### src/rtl/sata_pkg.sv
// Shared definitions for the SATA Tx framer: primitives, CRC seed/polynomial,
// framer state encoding and the dword-wise CRC step.
package sata_pkg;

  localparam logic [31:0] PRIM_SYNC = 32'hB5B5957C;
  localparam logic [31:0] PRIM_SOF  = 32'h3737B57C;
  localparam logic [31:0] PRIM_EOF  = 32'hD5D5B57C;
  localparam logic [31:0] PRIM_HOLD = 32'hD5D5AA7C;

  localparam logic [31:0] CRC_SEED = 32'h52325032;
  localparam logic [31:0] CRC_POLY = 32'h04C11DB7;

  localparam int unsigned MAX_DW_DEFAULT = 2048;

  typedef logic [11:0] dw_cnt_t;

  typedef enum logic [2:0] {
    ST_IDLE,
    ST_SOF,
    ST_DATA,
    ST_CRC,
    ST_EOF,
    ST_DROP
  } tx_state_e;

  // MSB-first CRC-32 over one dword, no reflection and no final inversion.
  function automatic logic [31:0] crc32_step(input logic [31:0] crc, input logic [31:0] data);
    logic [31:0] c;
    c = crc ^ data;
    for (int unsigned i = 0; i < 32; i++) begin
      c = c[31] ? ((c << 1) ^ CRC_POLY) : (c << 1);
    end
    return c;
  endfunction

endpackage

### src/rtl/sata_tx_framer_crc.sv
// Running SATA frame CRC: reloads the seed on crc_rst, folds in one dword per
// data_valid cycle.
module crc
  import sata_pkg::*;
(
  input  logic        clk_i,
  input  logic        rst_ni,
  input  logic        crc_rst,
  input  logic        data_valid,
  input  logic [31:0] data_i,
  output logic [31:0] crc_o
);

  logic [31:0] crc_q;
  logic [31:0] crc_d;

  always_comb begin
    crc_d = crc_q;
    if (crc_rst) begin
      crc_d = CRC_SEED;
    end else if (data_valid) begin
      crc_d = crc32_step(crc_q, data_i);
    end
  end

  always_ff @(posedge clk_i or negedge rst_ni) begin
    if (!rst_ni) begin
      crc_q <= CRC_SEED;
    end else begin
      crc_q <= crc_d;
    end
  end

  assign crc_o = crc_q;

endmodule

### src/rtl/sata_tx_framer.sv
// SATA Tx framer: wraps transport-layer FIS dwords in SOF/CRC/EOF primitives.
// Defining SATA_TX_CRC_ERR_INJ_EN adds input crc_err_inj (flips CRC bit 0).
module sata_tx_framer
  import sata_pkg::*;
#(
  parameter int unsigned MAX_DW = MAX_DW_DEFAULT
) (
  input  logic        clk_75m,
  input  logic        rst_n,
  input  logic [31:0] s_data,
  input  logic        s_valid,
  input  logic        s_last,
  output logic        s_ready,
  input  logic        tx_ready,
  output logic [31:0] tx_data,
  output logic        tx_isk,
  output logic        frame_done,
  output logic        err_oversize
`ifdef SATA_TX_CRC_ERR_INJ_EN
  ,
  input  logic        crc_err_inj
`endif
);

  localparam dw_cnt_t LAST_IDX = dw_cnt_t'(MAX_DW - 1);

  tx_state_e   state_q, state_d;
  logic [31:0] tx_data_q, tx_data_d;
  logic        tx_isk_q, tx_isk_d;
  logic        frame_done_q, frame_done_d;
  logic        err_ovf_q, err_ovf_d;
  logic        ovf_q, ovf_d;
  dw_cnt_t     cnt_q, cnt_d;

  logic        accept;
  logic        last_slot;
  logic        crc_rst;
  logic        crc_upd;
  logic [31:0] crc_val;
  logic [31:0] crc_word;

`ifdef SATA_TX_CRC_ERR_INJ_EN
  logic inj_q, inj_d;
  assign crc_word = crc_val ^ {31'b0, inj_q};
`else
  assign crc_word = crc_val;
`endif

  assign accept    = s_valid && s_ready;
  assign last_slot = (cnt_q == LAST_IDX);
  assign crc_rst   = (state_q == ST_IDLE) || (state_q == ST_SOF);
  assign crc_upd   = (state_q == ST_DATA) && accept;

  crc u_crc (
    .clk_i      (clk_75m),
    .rst_ni     (rst_n),
    .crc_rst    (crc_rst),
    .data_valid (crc_upd),
    .data_i     (s_data),
    .crc_o      (crc_val)
  );

  always_ff @(posedge clk_75m or negedge rst_n) begin
    if (!rst_n) begin
      state_q <= ST_IDLE;
    end else begin
      state_q <= state_d;
    end
  end

  always_comb begin
    state_d = state_q;
    if (tx_ready) begin
      unique case (state_q)
        ST_IDLE: if (s_valid) state_d = ST_SOF;
        ST_SOF:  state_d = ST_DATA;
        // The MAX_DW-th dword closes the frame even without s_last.
        ST_DATA: if (accept && (s_last || last_slot)) state_d = ST_CRC;
        ST_CRC:  state_d = ST_EOF;
        ST_EOF:  state_d = ovf_q ? ST_DROP : ST_IDLE;
        ST_DROP: if (accept && s_last) state_d = ST_IDLE;
        default: state_d = ST_IDLE;
      endcase
    end
  end

  always_comb begin
    s_ready      = tx_ready && ((state_q == ST_DATA) || (state_q == ST_DROP));
    tx_data_d    = tx_data_q;
    tx_isk_d     = tx_isk_q;
    frame_done_d = 1'b0;
    err_ovf_d    = 1'b0;
    ovf_d        = ovf_q;
    cnt_d        = cnt_q;
`ifdef SATA_TX_CRC_ERR_INJ_EN
    inj_d        = inj_q;
`endif
    if (tx_ready) begin
      unique case (state_q)
        ST_IDLE: begin
          tx_data_d = PRIM_SYNC;
          tx_isk_d  = 1'b1;
        end
        ST_SOF: begin
          tx_data_d = PRIM_SOF;
          tx_isk_d  = 1'b1;
          cnt_d     = '0;
          ovf_d     = 1'b0;
`ifdef SATA_TX_CRC_ERR_INJ_EN
          inj_d     = crc_err_inj;
`endif
        end
        ST_DATA: begin
          if (accept) begin
            tx_data_d = s_data;
            tx_isk_d  = 1'b0;
            cnt_d     = cnt_q + dw_cnt_t'(1);
            if (!s_last && last_slot) begin
              err_ovf_d = 1'b1;
              ovf_d     = 1'b1;
            end
          end else begin
            tx_data_d = PRIM_HOLD;
            tx_isk_d  = 1'b1;
          end
        end
        ST_CRC: begin
          tx_data_d = crc_word;
          tx_isk_d  = 1'b0;
        end
        ST_EOF: begin
          tx_data_d    = PRIM_EOF;
          tx_isk_d     = 1'b1;
          frame_done_d = 1'b1;
        end
        ST_DROP: begin
          tx_data_d = PRIM_SYNC;
          tx_isk_d  = 1'b1;
        end
        default: begin
          tx_data_d = PRIM_SYNC;
          tx_isk_d  = 1'b1;
        end
      endcase
    end
  end

  always_ff @(posedge clk_75m or negedge rst_n) begin
    if (!rst_n) begin
      tx_data_q    <= PRIM_SYNC;
      tx_isk_q     <= 1'b1;
      frame_done_q <= 1'b0;
      err_ovf_q    <= 1'b0;
      ovf_q        <= 1'b0;
      cnt_q        <= '0;
`ifdef SATA_TX_CRC_ERR_INJ_EN
      inj_q        <= 1'b0;
`endif
    end else begin
      tx_data_q    <= tx_data_d;
      tx_isk_q     <= tx_isk_d;
      frame_done_q <= frame_done_d;
      err_ovf_q    <= err_ovf_d;
      ovf_q        <= ovf_d;
      cnt_q        <= cnt_d;
`ifdef SATA_TX_CRC_ERR_INJ_EN
      inj_q        <= inj_d;
`endif
    end
  end

  assign tx_data      = tx_data_q;
  assign tx_isk       = tx_isk_q;
  assign frame_done   = frame_done_q;
  assign err_oversize = err_ovf_q;

endmodule

### config.mk
export PLATFORM = sky130hd
export DESIGN_NAME = sata_tx_framer
export DESIGN_NICKNAME = d
export VERILOG_FILES = /design/src/rtl/sata_pkg.sv /design/src/rtl/sata_tx_framer_crc.sv /design/src/rtl/sata_tx_framer.sv
export SDC_FILE = /design/constraint.sdc
export NUM_CORES = 1
export LEC_CHECK = 0
export CAP_MARGIN = 15
export CORE_MARGIN = 1
export CORE_UTILIZATION = 50
export CTS_CLUSTER_DIAMETER = 80
export DETAILED_ROUTE_END_ITERATION = 12
export PLACE_DENSITY = 0.79
export SLEW_MARGIN = 20
export SYNTH_ARGS = -nofsm -noshare
export SYNTH_HDL_FRONTEND = slang
export SYNTH_SLANG_ARGS = --single-unit
### constraint.sdc
create_clock -name clk_75m -period 7.5 [get_ports clk_75m]
set_input_delay 0.75 -clock clk_75m [delete_from_list [all_inputs] [get_ports clk_75m]]
set_output_delay 0.75 -clock clk_75m [all_outputs]
set_load 0.01 [all_outputs]
==> results.py <==
metrics = {
    "run": {
        "drv_cap": 0,
    },
    "worst_setup_path": {
        "start_kind": "primary input",
        "end_kind": "flip-flop",
        "worstSetupPathType": "in2reg",
        "arrival_ns": 4.94,
        "path_max_fanout": 7,
        "crit_required_ns": 7.71,
    },
    "floorplanning": {
        "core_um2": 13500,
        "initial_core_util_pct": 51.9,
        "die_x_um": 120,
        "pin_count": 73,
        "rows": 42,
        "die_area_um2": 14500,
        "die_h_um": 120,
    },
    "timing": {
        "drv_slew": 0,
        "whs_ns": 0.434,
        "fin_crit_sh_pct": 63.0,
        "relSlewSlack_pct": 31.8,
        "max_freq_mhz": 212,
        "rsz0062_at_grt": "no",
        "worst_pin_slew_ns": 1.02,
        "hold_viol": 0,
        "finClkSkew_ns": 0.00482,
        "setup_tns_ns": 0,
        "fin_crit_ns": 4.73,
        "setup_viol": 0,
    },
    "layout": {
        "nets": 738,
        "area_growth_pct": 17.0,
        "layoutNonFillerInstCount": 881,
        "drive_above_1_share_pct": 13.2,
        "num_antenna_cells": 0,
    },
    "global_routing": {
        "overflow": 0,
        "grt_pass1_wl_um": 29400,
        "grt_max_degree": 84,
        "gr-usage-all-layers_pct": 27.5,
        "antenna_found_initial": 0,
        "grt_pass1_vias": 5021,
    },
    "synthesis": {
        "synth.cell_area_um2": 6990,
        "netlist.area_leader.share_pct": 19.3,
        "synthTopCellsByArea": "xnor2_1 19%, dfrtp_1 19%, dfstp_2 12%",
        "yosysUniqueCellTypes": 49,
        "async_flop_share_pct": 100,
        "yosysSeqAreaShare_pct": 30.3,
        "synth_warnings": 0,
        "yosys_register_bits": 83,
        "synth_cells": 639,
        "synth-edff-count": 0,
        "synth_nets": 677,
        "yosysTopAreaCell": "xnor2_1",
        "ys.flop_type": "dfrtp_1",
        "syn_area_per_cell_um2": 10.9,
    },
    "cts": {
        "cts_tree": "built",
        "cts_setup_buffers": 0,
        "clk_pin_slew_ns": 0.06,
        "cts_root_buf": "clkbuf_16",
        "clock-sinks": 83,
        "cts_resized": 0,
        "clk_latency_ns": 0.34,
        "cts_made_buffers": 9,
        "hold_buffers": 0,
        "cts_buffer_depth": 2,
        "htreeDepth": 3,
    },
    "detailed_routing": {
        "vias_per_cell": 5.62,
        "drt_first_pass_iters": 5,
        "drc": 0,
        "drt_iter0_drc": 434,
        "routed_wl_um": 18900,
        "ant_nets": 0,
        "vias": 4947,
        "wl_per_cell_um": 21.5,
    },
    "placement": {
        "port-buffer-count": 72,
        "gp_congestion": 0.968,
        "dp_hpwl_um": 14600,
        "dp.cells": 865,
    },
    "worst_hold_path": {
        "min_path_type": "in2async",
    },
    "outcome": {
        "status": "completed",
    },
}
Yosys cell counts (2+ instances only):
| cell | number |
|---|---|
| xnor2_1 | 154 |
| nor2_1 | 54 |
| dfrtp_1 | 52 |
| xor2_1 | 47 |
| nand2_1 | 36 |
| xnor3_1 | 35 |
| a21oi_1 | 31 |
| dfstp_2 | 31 |
| clkbuf_1 | 25 |
| o21ai_0 | 25 |
| o22ai_1 | 23 |
| xnor2_2 | 15 |
| inv_1 | 14 |
| a22oi_1 | 8 |
| o22a_1 | 8 |
| xnor3_2 | 8 |
| nand3_1 | 7 |
| xnor2_4 | 7 |
| o21ai_1 | 6 |
| xor3_1 | 5 |
| nor3_1 | 4 |
| xor2_2 | 4 |
| a221oi_1 | 3 |
| nand2b_1 | 3 |
| o221ai_1 | 3 |
| xor2_4 | 3 |
| a31oi_1 | 2 |
| and3_1 | 2 |
| mux2i_1 | 2 |
| o21a_1 | 2 |
| or3_1 | 2 |
final timing paths:
kind | from | to | slack (ns) | cells past startpoint
worst max register to register | u_crc.crc_o[28] | u_crc.crc_o[9] | 3.18 | 9
worst min-delay path | rst_n | cnt_q[3] | 0.43 | 1
max in group asynchronous | rst_n | u_crc.crc_o[19] | 6.55 | 1
min in group clk_75m | tx_data[15] | tx_data[15] | 0.49 | 2
worst max-delay path | s_data[28] | u_crc.crc_o[9] | 2.77 | 10
worst min register to register | tx_data[15] | tx_data[15] | 0.49 | 2
worst max-delay path, stage by stage:
cell and delay (ns):
clkdlybuf4s50_1 0.59, xor2_2 0.38, xnor3_2 0.64, xnor2_1 0.26, xnor2_2 0.50, xnor3_1 0.53
xnor2_1 0.48, xnor3_1 0.54, xnor2_1 0.17, o21ai_1 0.08
registers in the layout, summed over array words and instances, names as in the netlist:
name          count
tx_data          32
err_oversize      1
cnt_q            12
ovf_q             1
frame_done        1
tx_isk            1
state_q           3
u_crc.crc_o      32
placed cells by master (no fill, tap or decap), types with 4 or more instances in the layout:
cell             netlist  layout
xnor2_1              154     154
clkdlybuf4s50_1        0      70
nor2_1                54      53
dfrtp_1               52      52
xor2_1                47      47
nand2_1               36      36
xnor3_1               35      35
a21oi_1               31      31
dfstp_2               31      31
o21ai_0               25      23
o22ai_1               23      23
xnor2_2               15      15
inv_1                 14      14
clkbuf_16              0       9
xnor3_2                8       8
o22a_1                 8       8
a22oi_1                8       8
nand3_1                7       7
xnor2_4                7       7
o21ai_1                6       7
xor3_1                 5       5
xor2_2                 4       4
metrics by stage:
stage	worst slack, ns	utilization [%]	instance area, µm²
after floorplan	3.51	-	6990
after global placement	2.52	58.4	7860
after detailed placement	2.46	58.4	7860
after CTS	2.81	60.7	8170
after global routing	2.59	60.8	8180
final	2.77	60.8	8180
area by class of cell:
cell class              count  area (µm²)
inverters                  15        56.3
flip-flops and latches     83        2120
clock inverters             5        62.6
well taps                 176         220
repair buffers             75         739
fillers                  1112        5280
multi-input cells         516        4740
clock buffers              11         243
metal layers:
layer  share of wire [%]  vias to the layer above  GRT usage (%)
met2                  48                      208           45.1
met1                  43                     2425           37.3
met5                   0                        -              0
li1                    -                     2279              -
met4                 2.6                        0           9.03
met3                 5.9                       35           4.39
cells by family after synthesis:
group,Yosys count,share of synthesized area (%)
AND/OR/NAND/NOR,116,7.07
AO/OA/AOI/OAI,118,10.4
buffers and inverters,40,2.15
XOR/XNOR,279,49.6
adder cells (fa/ha/maj),1,0.179
flip-flops,83,30.3
multiplexers,2,0.287
Power is not shown: default switching activity piles up to over one toggle a cycle in this logic, so the estimate is an artifact.
